--- config.mk ---
export PLATFORM = sky130hd
export DESIGN_NAME = mem_bus_arbiter
export DESIGN_NICKNAME = d
export VERILOG_FILES = /design/src/rtl/arb_pkg.sv /design/src/rtl/arb_watchdog.sv /design/src/rtl/mem_bus_arbiter.sv
export SDC_FILE = /design/constraint.sdc
export NUM_CORES = 1
export LEC_CHECK = 0
export CORE_ASPECT_RATIO = 0.5
export CORE_UTILIZATION = 30
export CTS_BUF_LIST = sky130_fd_sc_hd__clkbuf_4 sky130_fd_sc_hd__clkbuf_8 sky130_fd_sc_hd__clkbuf_16
export CTS_CLUSTER_DIAMETER = 80
export DETAILED_ROUTE_END_ITERATION = 8
export MAX_ROUTING_LAYER = met4
export PLACE_DENSITY = 0.59
export SYNTH_ARGS = -nofsm -noshare
export SYNTH_HDL_FRONTEND = slang
export SYNTH_SLANG_ARGS = --single-unit
--- constraint.sdc ---
create_clock -name clk -period 3.5 [get_ports clk]
set_input_delay 1.05 -clock clk [delete_from_list [all_inputs] [get_ports clk]]
set_output_delay 1.05 -clock clk [all_outputs]
set_load 0.005 [all_outputs]
--- src/rtl/arb_pkg.sv ---
// Shared types and constants for the IF/DM memory bus arbiter.
package arb_pkg;

   typedef enum logic [1:0] {
      IDLE   = 2'd0,
      BUSY_I = 2'd1,
      BUSY_D = 2'd2,
      RESP   = 2'd3
   } arb_state_t;

   localparam logic OWNER_IF = 1'b0;
   localparam logic OWNER_DM = 1'b1;

   localparam logic [31:0] NOP_INST = 32'h0000_0013;

   // Watchdog counter is never narrower than 8 bits.
   function automatic int wd_cnt_width(input int max_wait);
      int w;
      w = $clog2(max_wait + 1);
      return (w < 8) ? 8 : w;
   endfunction

endpackage

--- src/rtl/arb_watchdog.sv ---
// Busy-cycle watchdog: counts cycles since clr_i while en_i is high and flags
// the cycle in which the count reaches MAX_WAIT (MAX_WAIT = 0 disables it).
module arb_watchdog
   import arb_pkg::*;
#(
   parameter int MAX_WAIT = 255
) (
   input  logic clk,
   input  logic rst,
   input  logic clr_i,
   input  logic en_i,
   output logic timeout_o
);

   localparam int CNT_W = wd_cnt_width(MAX_WAIT);

   logic [CNT_W-1:0] cnt_q, cnt_d, cnt_inc;

   assign cnt_inc = cnt_q + CNT_W'(1);

   always_comb begin
      cnt_d = cnt_q;
      if (clr_i) begin
         cnt_d = '0;
      end else if (en_i) begin
         cnt_d = cnt_inc;
      end
   end

   always_ff @(posedge clk or negedge rst) begin
      if (!rst) begin
         cnt_q <= '0;
      end else begin
         cnt_q <= cnt_d;
      end
   end

   // Fires during the MAX_WAIT-th busy cycle, so the abort lands after exactly MAX_WAIT cycles.
   generate
      if (MAX_WAIT == 0) begin : g_off
         assign timeout_o = 1'b0;
      end else begin : g_on
         assign timeout_o = en_i && (cnt_inc == CNT_W'(MAX_WAIT));
      end
   endgenerate

endmodule

--- src/rtl/mem_bus_arbiter.sv ---
// Shares one memory port between instruction fetch and data access.
// Build option ARB_RR_EN: round-robin tie breaking instead of fixed DM priority.
module mem_bus_arbiter
   import arb_pkg::*;
#(
   parameter int ADDR_W   = 32,
   parameter int DATA_W   = 32,
   parameter int MAX_WAIT = 255
) (
   input  logic              clk,
   input  logic              rst,
   input  logic              if_req,
   input  logic [ADDR_W-1:0] if_addr,
   output logic [DATA_W-1:0] if_rdata,
   output logic              if_ready,
   input  logic              dm_read,
   input  logic [3:0]        dm_write,
   input  logic [ADDR_W-1:0] dm_addr,
   input  logic [DATA_W-1:0] dm_wdata,
   output logic [DATA_W-1:0] dm_rdata,
   output logic              dm_ready,
   output logic              mem_req,
   output logic [3:0]        mem_we,
   output logic [ADDR_W-1:0] mem_addr,
   output logic [DATA_W-1:0] mem_wdata,
   input  logic [DATA_W-1:0] mem_rdata,
   input  logic              mem_ack,
   output logic              waiting,
   output logic              bus_err,
   output arb_state_t        dbg_state
);

   // Handshake: a requester holds its request level until its one-cycle ready
   // pulse and drops or changes it at the end of that cycle; memory sees
   // mem_req high for the whole transaction and answers with a one-cycle mem_ack.

   arb_state_t        state_q, state_d;
   logic              owner_q, owner_d;
   logic              mem_req_q, mem_req_d;
   logic [3:0]        mem_we_q, mem_we_d;
   logic [ADDR_W-1:0] mem_addr_q, mem_addr_d;
   logic [DATA_W-1:0] mem_wdata_q, mem_wdata_d;
   logic [DATA_W-1:0] if_rdata_q, if_rdata_d;
   logic [DATA_W-1:0] dm_rdata_q, dm_rdata_d;
   logic              bus_err_q, bus_err_d;

   logic dm_req, grant_dm, wd_clr, wd_busy, wd_timeout;

   assign dm_req = dm_read | (|dm_write);

`ifdef ARB_RR_EN
   // owner_q doubles as last_owner: on a tie, the side not served last wins.
   assign grant_dm = dm_req & (~if_req | (owner_q == OWNER_IF));
`else
   assign grant_dm = dm_req;
`endif

   assign wd_busy = (state_q == BUSY_I) || (state_q == BUSY_D);

   arb_watchdog #(.MAX_WAIT(MAX_WAIT)) u_watchdog (
      .clk      (clk),
      .rst      (rst),
      .clr_i    (wd_clr),
      .en_i     (wd_busy),
      .timeout_o(wd_timeout)
   );

   always_comb begin
      state_d     = state_q;
      owner_d     = owner_q;
      mem_req_d   = mem_req_q;
      mem_we_d    = mem_we_q;
      mem_addr_d  = mem_addr_q;
      mem_wdata_d = mem_wdata_q;
      if_rdata_d  = if_rdata_q;
      dm_rdata_d  = dm_rdata_q;
      bus_err_d   = bus_err_q;
      wd_clr      = 1'b0;
      case (state_q)
         IDLE: begin
            if (dm_req || if_req) begin
               wd_clr    = 1'b1;
               mem_req_d = 1'b1;
               if (grant_dm) begin
                  state_d     = BUSY_D;
                  owner_d     = OWNER_DM;
                  mem_we_d    = dm_write;
                  mem_addr_d  = dm_addr;
                  mem_wdata_d = dm_wdata;
               end else begin
                  state_d    = BUSY_I;
                  owner_d    = OWNER_IF;
                  mem_we_d   = 4'b0000;
                  mem_addr_d = if_addr;
               end
            end
         end
         BUSY_I, BUSY_D: begin
            // An ack in the timeout cycle takes precedence over the abort.
            if (mem_ack) begin
               state_d   = RESP;
               mem_req_d = 1'b0;
               if (state_q == BUSY_D) dm_rdata_d = mem_rdata;
               else                   if_rdata_d = mem_rdata;
            end else if (wd_timeout) begin
               state_d   = RESP;
               mem_req_d = 1'b0;
               bus_err_d = 1'b1;
               if (state_q == BUSY_D) dm_rdata_d = '0;
               else                   if_rdata_d = DATA_W'(NOP_INST);
            end
         end
         RESP: state_d = IDLE;
         default: state_d = IDLE;
      endcase
   end

   always_ff @(posedge clk or negedge rst) begin
      if (!rst) begin
         state_q     <= IDLE;
         owner_q     <= OWNER_IF;
         mem_req_q   <= 1'b0;
         mem_we_q    <= 4'b0000;
         mem_addr_q  <= '0;
         mem_wdata_q <= '0;
         if_rdata_q  <= '0;
         dm_rdata_q  <= '0;
         bus_err_q   <= 1'b0;
      end else begin
         state_q     <= state_d;
         owner_q     <= owner_d;
         mem_req_q   <= mem_req_d;
         mem_we_q    <= mem_we_d;
         mem_addr_q  <= mem_addr_d;
         mem_wdata_q <= mem_wdata_d;
         if_rdata_q  <= if_rdata_d;
         dm_rdata_q  <= dm_rdata_d;
         bus_err_q   <= bus_err_d;
      end
   end

   assign if_ready  = (state_q == RESP) && (owner_q == OWNER_IF);
   assign dm_ready  = (state_q == RESP) && (owner_q == OWNER_DM);
   assign waiting   = (if_req & ~if_ready) | (dm_req & ~dm_ready);
   assign if_rdata  = if_rdata_q;
   assign dm_rdata  = dm_rdata_q;
   assign mem_req   = mem_req_q;
   assign mem_we    = mem_we_q;
   assign mem_addr  = mem_addr_q;
   assign mem_wdata = mem_wdata_q;
   assign bus_err   = bus_err_q;
   assign dbg_state = state_q;

endmodule

==> metrics.md <==
| Metric | Value |
|---|---|
| Run status | `finished, final reports clean` |
| Startpoint types | `input pin` |
| Cell accounting for the most synthesized area | `dfrtp_1` |
| MaxCap Viol Count | `0` |
| GP Congestion | `0.859` |
| M3 GR Usage | `3.95%` |
| Vias in the first global route | `6038` |
| Top-count cell post-synth | `nand2_1` |
| Post-place instance area | `9760 um2` |
| Combinational power share | `47.4%` |
| CP most frequent cell | `a21oi_1` |
| DR iter-0 viols | `320` |
| Area contributors post-synth | `dfrtp_1 (55%), nand2_1 (8.3%), mux2_2 (5.6%)` |
| Yosys top cell area share | `54.8%` |
| Sw Share | `34.5%` |
| Flip-flop and latch count after synthesis | `145` |
| Total number of yosys warnings | `0` |
| Mapped Area | `6620 um2` |
| Finished Cell Area | `10400 um2` |
| Final Hold Fails | `0` |
| Hold/Removal Path Class | `flip-flop to flip-flop` |
| Worst Path Required | `2.45 ns` |
| Crit share post-route | `98.9%` |
| Routed WL per cell | `16.6 um` |
| Clock skew | `0.00645 ns` |
| Rows | `37` |
| Area of the core | `21100 um2` |
| Max Root-Sink Buffers | `2` |
| Post-synth top cells | `nand2_1 (146), dfrtp_1 (145), nor2_1 (45), inv_1 (41), clkbuf_1 (35)` |
| Max FO, Critical Path | `2` |
| Leakage | `4.61 nW` |
| Ys flop type | `dfrtp_1` |
| Total GRT Usage | `19.3%` |
| Met1 Use GR | `23.3%` |
| Area delta synth->final | `56.5%` |
| First-pass GRT wire length | `32700 um` |
| Clock power share | `21.0%` |
| H-tree depth | `4` |
| Inserted Diodes | `0` |
| FILL cells | `2011` |
| Max-slew violations | `0` |
| Hold slack | `0.462 ns` |
| Hpwl dp | `14800 um` |
| Cell Int Power | `6.01 mW` |
| Die ar. | `22700 um2` |
| DRC errors left | `0` |
| CTS clk-pin slew, worst paths | `0.06 ns` |
| Post-route ant nets | `0` |
| Max-slew headroom | `55.8%` |
| Avg Inst Size Synth | `9.68 um2` |
| Fraction of registers with async set/reset | `100%` |
| Antenna violations before repair | `0` |
| CTS tree | `yes` |
| Worst Hold Depth | `1` |
| Syn Nets | `827` |
| Seq/Total Area, Yosys | `54.8%` |
| Overall power | `9.17 mW` |
| Share of cells above drive strength 1 | `10.1%` |
| I/O Pins | `276` |
| # setup viols final | `0` |
| CP Cell Sequence | `dlygate4sd2_1 > or4_4 > or2_1 > a21oi_1 > a21oi_1 > buf_2` |
| Crit. End Element | `output port` |
| Chip height | `107 um` |
| Switch Pwr | `3.16 mW` |
| TritonCTS Buffers | `17` |
| WL final | `20800 um` |
| IO Port Bufs | `275` |
| Drt pass-1 iters | `4` |
| Largest net degree at the start of global routing | `65` |
| Via-to-Cell Ratio | `4.76` |
| RSZ-0062 raised after global routing | `false` |
| Overflow after GRT | `0` |
| Post-synth EDFFs | `0` |
| Worst EP arrival | `2.41 ns` |
| Root Buffer | `clkbuf_16` |
| F_max | `0.289 GHz` |
| Vias | `5961` |
| Num Clock Sinks | `145` |
| Tmin final | `3.46 ns` |
| Yosys cell types | `41` |
| PD cells | `884 nW/um2` |
| Worst Tran Pin Value | `0.664 ns` |
| Critical path's slowest cell | `or4_4` |
| Worst path max stage delay | `0.53 ns` |
| Peak VDD IR | `400 uV` |
| Part of the power in registers | `31.6%` |
| Initial Utilization | `31.4%` |
| Met2 global-route usage | `31.7%` |
| Die X | `212 um` |
| Global routing's busiest layer | `met2` |
| Reg2Reg Depth | `6` |
| Fin Setup TNS | `0 ns` |
| Post-Synthesis Cells | `684` |
| CP Class | `input pin to output port` |
| Final nets | `1092` |
| Final cell utilization of the core | `49.1%` |
| Clock Latency Late Sink | `0.42 ns` |
[worst max-delay path, delay by kind of cell]
kind	cells	cell delay, ns
AOI/OAI and AO/OA	2	0.19
buffers and inverters	2	0.39
and+or+nand+nor	2	0.78
[routing by layer]
| metal | share of wire (%) | vias to the layer above |
|---|---|---|
| met1 | 44 | 2899 |
| met2 | 50 | 141 |
| met4 | 1.9 | 0 |
| li1 | - | 2889 |
| met5 | 0 | - |
| met3 | 4.3 | 32 |
[cell type report]
class | count | area (um2) | area share (%)
sequential | 145 | 3630 | 35.0
clock inverter | 14 | 191 | 1.85
tap | 292 | 365 | 3.52
multi-input combinational | 446 | 2640 | 25.4
timing repair buffer | 298 | 2970 | 28.6
inverter | 41 | 154 | 1.48
clock buffer | 17 | 425 | 4.10
[power by group through the flow]
| stage | Sequential [mW] | Combinational [mW] | Clock [mW] |
|---|---|---|---|
| global placement | 2.89 | 4.34 | 0 |
| detailed placement | 2.93 | 4.40 | 0 |
| CTS | 2.90 | 4.42 | 1.97 |
| finish | 2.90 | 4.35 | 1.92 |
| floorplan | 2.91 | 2.11 | 0 |
| global route | 3.00 | 4.78 | 2.05 |
[kinds of logic after synthesis]
family | synth area share, %
flip-flops | 54.8
multiplexers | 5.76
AND/OR/NAND/NOR | 15.5
adder cells (fa/ha/maj) | 1.13
XOR/XNOR | 0.926
AO/OA/AOI/OAI | 16.1
buffers and inverters | 5.80
[registers in the layout, summed over array words and instances (netlist names)]
signal            count
mem_addr             32
dm_rdata             32
mem_wdata            32
u_watchdog.cnt_q      8
if_rdata             32
mem_we                4
owner_q               1
dbg_state             2
bus_err               1
mem_req               1
[what timing repair did]
item,in CTS,in global routing
hold buffers,0,0
buffers inserted,0,0
gates resized for setup,9,0
setup endpoints to repair,1,0
[metrics by stage]
step,setup slack (ns),instances
6_report,0.0400,1253
5_1_grt,0.0181,1253
4_1_cts,0.0437,1253
3_5_place_dp,-0.482,1222
3_3_place_gp,-0.450,1222
2_1_floorplan,0.0151,684
[path summary, 6_finish.rpt]
check	from	endpoint	slack, ns
max	dm_write[3]	waiting	0.04
min in group asynchronous	rst	if_rdata[25]	0.60
min	bus_err	bus_err	0.46
max in group asynchronous	rst	mem_addr[12]	2.16
max reg2reg	u_watchdog.cnt_q[0]	mem_req	1.13
min reg2reg	bus_err	bus_err	0.46
[placed cells by master (no fill, tap or decap), types with 4 or more instances in the layout]
| cell | netlist | routed |
|---|---|---|
| a21o_1 | 30 | 30 |
| a21oi_1 | 7 | 7 |
| a31oi_1 | 33 | 32 |
| a32oi_1 | 33 | 33 |
| buf_12 | 0 | 4 |
| buf_4 | 3 | 19 |
| bufinv_16 | 0 | 4 |
| clkbuf_16 | 0 | 17 |
| clkdlybuf4s50_1 | 0 | 269 |
| clkinvlp_4 | 0 | 4 |
| dfrtp_1 | 145 | 145 |
| dlygate4sd2_1 | 0 | 4 |
| ha_1 | 6 | 6 |
| inv_1 | 41 | 41 |
| mux2_2 | 33 | 33 |
| nand2_1 | 146 | 146 |
| nand3_1 | 33 | 33 |
| nand4_1 | 5 | 5 |
| nor2_1 | 45 | 44 |
| o21ai_0 | 32 | 32 |
| xor2_1 | 6 | 6 |
Note: power is estimated with default switching activity, not from simulation.
==> RTL edit: new RTL, same settings <==
`MAX_WAIT` is set to 255 in 2 places; all go to 510.
--- a/src/rtl/arb_watchdog.sv
+++ b/src/rtl/arb_watchdog.sv
@@ -4,5 +4,5 @@
    import arb_pkg::*;
 #(
-   parameter int MAX_WAIT = 255
+   parameter int MAX_WAIT = 510
 ) (
    input  logic clk,
--- a/src/rtl/mem_bus_arbiter.sv
+++ b/src/rtl/mem_bus_arbiter.sv
@@ -6,5 +6,5 @@
    parameter int ADDR_W   = 32,
    parameter int DATA_W   = 32,
-   parameter int MAX_WAIT = 255
+   parameter int MAX_WAIT = 510
 ) (
    input  logic              clk,
Formal check against the unedited RTL: same outputs for any inputs over 4 cycles, from zero or initial values and one cycle with rst low; that may be too few to reach the edited logic, so the function may still have changed.
==> RTL edit against the unedited design <==
Wire length down 3.4%; sequential share of layout area hardly changed; synthesized area grew 1.6%; design area increased by 0.57%; total power fell by 3.4%; setup slack better by 0.041 ns; sequential cell count increased by 1; cell count is 3.6% lower; via count decreased by 3.5%; largest power group unchanged; highest routed layer unchanged.
==> RTL edit: results (changes against the unedited design) <==
- Routed met3 length: 700 um (-21%)
- Main area contributors after synthesis: dfrtp_1 54%, o2bb2ai_1 7.7%, mux2_2 5.5%
- Setup Skew: 0.00967 ns (+0.00322 ns)
- CTS resizes: 8 (-1)
- Critical path's largest stage delay: 0.45 ns (-0.08 ns)
- Initial drt markers: 314 (-1.9%)
- Total vias in the final route: 5,750 (-3.5%)
- NumNets Final: 1,041 (-4.7%)
- M2 GR Usage: 0.309 (-0.00819)
- Routed len/inst: 16.6 um (+0.22%)
- WP data arrival: 2.37 ns (-0.04 ns)
- Worst-path maximum fanout: 3 (+1)
- Multiplexer area fraction after synthesis: 0.104 (+0.0467)
- WL met2: 10,500 um (+1.0%)
- Clock share of power: 0.212 (+0.002)
- Layout cells sized above 1: 0.106 (+0.00479)
- Compound-Gate Fraction of Synth Area: 0.174 (+0.0127)
- Number of global-route vias before repair: 5,746 (-4.8%)
- Max-slew headroom: 0.513 (-0.0443)
- Total track usage: 0.185 (-0.00779)
- Seq/Total Area, Yosys: 0.543 (-0.00504)
- Vias/cell: 4.76 (about the same)
- GRT met1 Usage: 0.220 (-0.0129)
- Grt met3 use: 0.0473 (+0.00771)
- Post-synthesis net count: 777 (-6.0%)
- WL met1: 8640 um (-5.5%)
- PD cells: 849 nW/um2 (-3.9%)
- Dpl cells: 1,177 (-3.7%)
- Internal: 5.85 mW (-2.7%)
- Post-CTS setup buffers: 1 (+1)
- Yosys cell types: 44 (+7.3%)
- Pre-CTS WS: -0.389 ns (+0.0928 ns)
- P_leak: 4.18 nW (-9.2%)
- First-pass GRT wire length: 31,500 um (-3.8%)
- XOR/XNOR Fraction of Synth Area: 0.0104 (+0.00115)
- Status: finished, final reports clean
- R2R cell count: 7 (+1)
- Critical R2R Capture: dm_rdata[15]
- Max VDD drop: 0.607 mV (+52%)
- Dpl cell area: 9820 um2 (+0.62%)
- WHS: 0.458 ns (-0.00444 ns)
- Post-Synth Adder-Cell Area: 0.0112 (-0.000181)
- Area Overhead vs Synth: 54.9%
- Post-synth top cells: 146 x dfrtp_1, 72 x nor2_1, 64 x a21oi_1
- GPL Wtd Cong: 0.846 (-1.5%)
## RTL edit: changes by cell type after synthesis, moves of 27 or more
| cell | delta |
|---|---|
| a21oi_1 | +57 |
| a31oi_1 | -32 |
| a32oi_1 | -33 |
| inv_1 | -32 |
| mux2i_1 | +32 |
| nand2_1 | -87 |
| nand3_1 | -29 |
| nor2_1 | +27 |
| o2bb2ai_1 | +59 |
## RTL edit: worst max-delay path by stage
stage / from / cells past startpoint / slack [ns] / endpoint
floorplan: dm_read / 7 / 0.14 / waiting
global placement: dm_write[2] / 7 / -0.36 / waiting
detailed placement: dm_write[2] / 7 / -0.39 / waiting
CTS: dm_write[2] / 7 / 0.04 / waiting
global route: dm_write[2] / 7 / 0.002 / waiting
finish: dm_write[2] / 7 / 0.08 / waiting
## RTL edit: cell type report
type                    count  area, um2
fillers                  2050      11400
flip-flops and latches    146       3650
repair buffers            297       2960
multi-input cells         427       2810
clock buffers              24        497
well taps                 300        375
clock inverters             5        103
inverters                   9       33.8
